--- config.mk ---
export PLATFORM = sky130hd
export DESIGN_NAME = wait_lfsr
export DESIGN_NICKNAME = d
export VERILOG_FILES = /design/src/rtl/avalon_ram_pkg.sv /design/src/rtl/avalon_ram_model_wait_lfsr.sv
export SDC_FILE = /design/constraint.sdc
export NUM_CORES = 1
export LEC_CHECK = 0
export ABC_AREA = 1
export CAP_MARGIN = 10
export CORE_MARGIN = 10
export CORE_UTILIZATION = 40
export CTS_CLUSTER_DIAMETER = 40
export DETAILED_ROUTE_END_ITERATION = 8
export PLACE_DENSITY = 0.67
export SLEW_MARGIN = 20
export SYNTH_ARGS = -nofsm -noshare
export SYNTH_HDL_FRONTEND = slang
export SYNTH_SLANG_ARGS = --single-unit
--- constraint.sdc ---
create_clock -name i_clk -period 2.2 [get_ports i_clk]
set_clock_uncertainty 0.15 [all_clocks]
set_input_delay 0.44 -clock i_clk [delete_from_list [all_inputs] [get_ports i_clk]]
set_output_delay 0.44 -clock i_clk [all_outputs]
set_load 0.02 [all_outputs]
--- src/rtl/avalon_ram_pkg.sv ---
// Shared types and constants for the Avalon-MM RAM model.
package avalon_ram_pkg;

  typedef enum logic {
    IDLE,
    WAIT
  } state_t;

  // Galois feedback mask for x^16 + x^14 + x^13 + x^11 + 1
  localparam logic [15:0] LFSR_TAPS    = 16'hB400;
  localparam logic [15:0] DEFAULT_SEED = 16'hACE1;

  function automatic logic [15:0] lfsr_next(input logic [15:0] v);
    return v[0] ? ((v >> 1) ^ LFSR_TAPS) : (v >> 1);
  endfunction

endpackage

--- src/rtl/avalon_ram_model_wait_lfsr.sv ---
// 16-bit Galois LFSR that supplies pseudo-random stall lengths.
module wait_lfsr
  import avalon_ram_pkg::*;
#(
  parameter logic [15:0] SEED = DEFAULT_SEED
) (
  input  logic        i_clk,
  input  logic        i_rst_n,
  input  logic        i_advance,
  output logic [15:0] o_value
);

  logic [15:0] r_lfsr;

  always_ff @(posedge i_clk or negedge i_rst_n) begin
    if (!i_rst_n) begin
      r_lfsr <= SEED;
    end else if (i_advance) begin
      r_lfsr <= lfsr_next(r_lfsr);
    end
  end

  assign o_value = r_lfsr;

endmodule

# Word level (Yosys, flattened, before mapping)
# Index checks and enable logic that the tools add are counted.
[word_totals]
word_cells = 3
ff_bits = 16
in_bits = 3
output_inout_bits = 16
[classes]
n_bitwise = 1
n_mux = 1
[op_table]
columns = ["cell", "count"]
rows = [
  ["2-to-1 mux 16 bit", 1],
  ["NOT 3 -> 4 bit", 1],
]

# Longest topological paths before layout
[depth]
word_depth = 2
ltp_mapped = 5

# Worst setup path before layout
# OpenSTA, ideal clock, no wires.
[synth_timing]
path_kind = "register to output"
from = "register r_lfsr[0], in the netlist o_value[0]"
to = "output o_value[0]"
path_stages_with_launch = 1
path_buffers = 0
required_ns = 1.610
t_arrival_ns = 0.587
path_slack_ns = 1.023
cell_sequence = "dfstp_2"
[synth_rtl]
columns = ["item", "line_no", "source"]
rows = [
  ["start: declaration", "avalon_ram_model_wait_lfsr.sv:13", "logic [15:0] r_lfsr;"],
  ["start signal: assignment", "avalon_ram_model_wait_lfsr.sv:19", "r_lfsr <= lfsr_next(r_lfsr);"],
  ["end: declaration", "avalon_ram_model_wait_lfsr.sv:10", "output logic [15:0] o_value"],
]
# No word-level cell between the ends.

# Final worst setup path
[layout_timing]
from = "register r_lfsr[10], in the netlist o_value[10]"
to = "output o_value[10]"
# No word-level cell between the ends.

==> impl_metrics.tcl <==
set metrics [dict create \
    initial_core_util_pct 43.6 \
    dp_cells 107 \
    syn_avg_cell_area_um2 9.08 \
    synth_most_common_cell "nand2_1" \
    reg2reg_setup_slack_ns 1.09 \
    n_antenna_cell 0 \
    numCtsBuffers 3 \
    power_density_nw_per_um2 1240 \
    gp_congestion 0.720 \
    post_cts_resized 0 \
    worstPathCellList "clkdlybuf4s50_1" \
    clk-insertion-delay-late_ns 0.28 \
    row_count 14 \
    vias_per_cell 4.71 \
    total_power_mw 1.10 \
    grt_usage_pct 8.09 \
    status "finished, final reports clean" \
    layoutNonFillerInstCount 111 \
    grt_pass1_vias 537 \
    ant_nets 0 \
    post-route-period-util_pct 93.5 \
    syn_nets 77 \
    num-nets-final 99 \
    num-fill-cells 134 \
    htreeDepth 1 \
    dpl_cell_area_um2 853 \
    cpPeakStageDelay_ns 0.61 \
    synth-simple-area-share_pct 27.4 \
    drtPass1Iterations 4 \
    largest_register_ffs 16 \
    path_max_fanout 3 \
    grt_pass1_wl_um 2330 \
    die_h_um 61.0 \
    clock.fmax_mhz 486 \
    synth-main-ff-cell "dfstp_2" \
    tightest_slew_ns 0.231 \
    finalMaxSlewViolations 0 \
    hpwl_um 1020 \
    critPathCaptureType "primary output" \
    peakVddDrop_uv 710 \
    detail_route.iter0.violations 6 \
    antenna_found_initial 0 \
    cts_buffer_depth 2 \
    synth.top_cells.by_area "dfstp_2, dfrtp_1, nand2_1" \
    utilization_pct 57.7 \
    fp.dieW_um 61.0 \
    dieArea_um2 3720 \
    io_buffer_count 18 \
    grt_max_degree 18 \
    synth-seq-cells 16 \
    holdBufCountCts 0 \
    yosysUniqueCellTypes 9 \
    drc 0 \
    r2r-start "o_value[0]" \
    vias 523 \
    grt_overflow 0 \
    ys_seq_area_share_pct 61.1 \
    maxCapViolCount 0 \
    synth_top_family_by_area "simple AND/OR/NAND/NOR gates" \
    tns_ns 0 \
    fin_crit_ns 2.06 \
    synth_top_area_share_pct 31.3 \
    routed_wl_um 1350 \
    cp_num_buf_inv 1 \
    yosysTopAreaCell "dfstp_2" \
    synth_fa_ha_area_share_pct 0 \
    reg2reg_depth 2 \
    crit_slowest_cell "clkdlybuf4s50_1" \
    post-cts-setup-buffers 0 \
    hold_path.class "primary input to asynchronous set/reset pin" \
    register_area_um2 410 \
    cts-root-buf "clkbuf_4" \
    multiInputGateArea_um2 204 \
    synth_mux_area_share_pct 0 \
    path_class "flop to primary output" \
    synth_compound_area_share_pct 2.98 \
    p_leak_nw 0.426 \
    synth-edff-count 0 \
    num_io_pins 19 \
    crit_required_ns 1.61 \
    startpoint_type "flop" \
    yosys_warnings 0 \
    rsz0062_at_grt "false" \
    finalInstanceArea_um2 890 \
    cp.arrival_ns 1.47 \
    async_reset_ff_share_pct 100 \
    drive_above_1_share_pct 18.9 \
    finalHoldViolCount 0 \
    clk_pin_slew_worst_paths_ns 0.09 \
    synth.cells.most_frequent "nand2_1, dfrtp_1, dfstp_2" \
    syn_inst 74 \
    drt-wirelength-per-cell_um 12.2 \
    tritoncts "done" \
    r2r-end "o_value[0]" \
    clock-sinks 16 \
    syn_area_um2 672 \
    yosys.area_share.xor_xnor_pct 0 \
    slew-limit-headroom_pct 84.6 \
    setup_viol 0 \
    cpLargestDelayFamily "buffers and inverters" \
    syn2layout_area_growth_pct 32.4 \
    core_area_um2 1540 \
]
==> worst max path at each step <==
stage | depth (start not counted) | endpoint | startpoint
final | 1 | o_value[10] | o_value[10]
after global routing | 1 | o_value[0] | o_value[0]
after CTS | 1 | o_value[10] | o_value[10]
after detailed placement | 1 | o_value[10] | o_value[10]
after global placement | 1 | o_value[0] | o_value[0]
after floorplan | 0 | o_value[0] | o_value[0]
==> cell families after synthesis <==
group,after synthesis
buffers and inverters,8
AND/OR/NAND/NOR,46
AO/OA/AOI/OAI,4
flip-flops,16
==> layout by cell type, fill, tap and decap left out <==
master and count:
inv_1 4, o21ai_0 4, nand2_2 3, nand3_1 3
clkbuf_4 3, buf_4 2, clkdlybuf4s50_1 18, inv_6 1
dfrtp_1 8, clkbuf_8 1, dfstp_2 8, nand2_1 40
==> through the flow <==
stage / worst slack (ns) / hold slack [ns]
detailed placement: 0.451 / 0.316
finish: 0.144 / 0.315
global route: 0.100 / 0.324
CTS: 0.125 / 0.315
floorplan: 1.02 / -0.00559
global placement: 0.462 / 0.311
==> cell type report <==
cell class	instances	share of cell area, %
Sequential cell	16	46.1
Multi-Input combinational cell	50	22.9
Timing Repair Buffer	20	21.9
Clock buffer	4	4.08
Inverter	5	2.67
Tap cell	16	2.25
==> layer usage <==
layer	vias up	global-route usage, %	wire (µm)	part of all wire, %
met5	-	0	0	0
met4	0	3.76	0	0
met3	0	2.92	108	8.0
met2	8	12.7	659	49
met1	248	9.63	582	43
li1	267	-	-	-
==> power breakdown <==
group	switching, mW	internal (mW)	leakage, nW
combinational	0.225	0.198	0.215
clock	0.0899	0.101	0.0210
sequential	0.0735	0.416	0.190
total	0.388	0.715	0.426
Note: power is estimated with default switching activity, not from simulation.
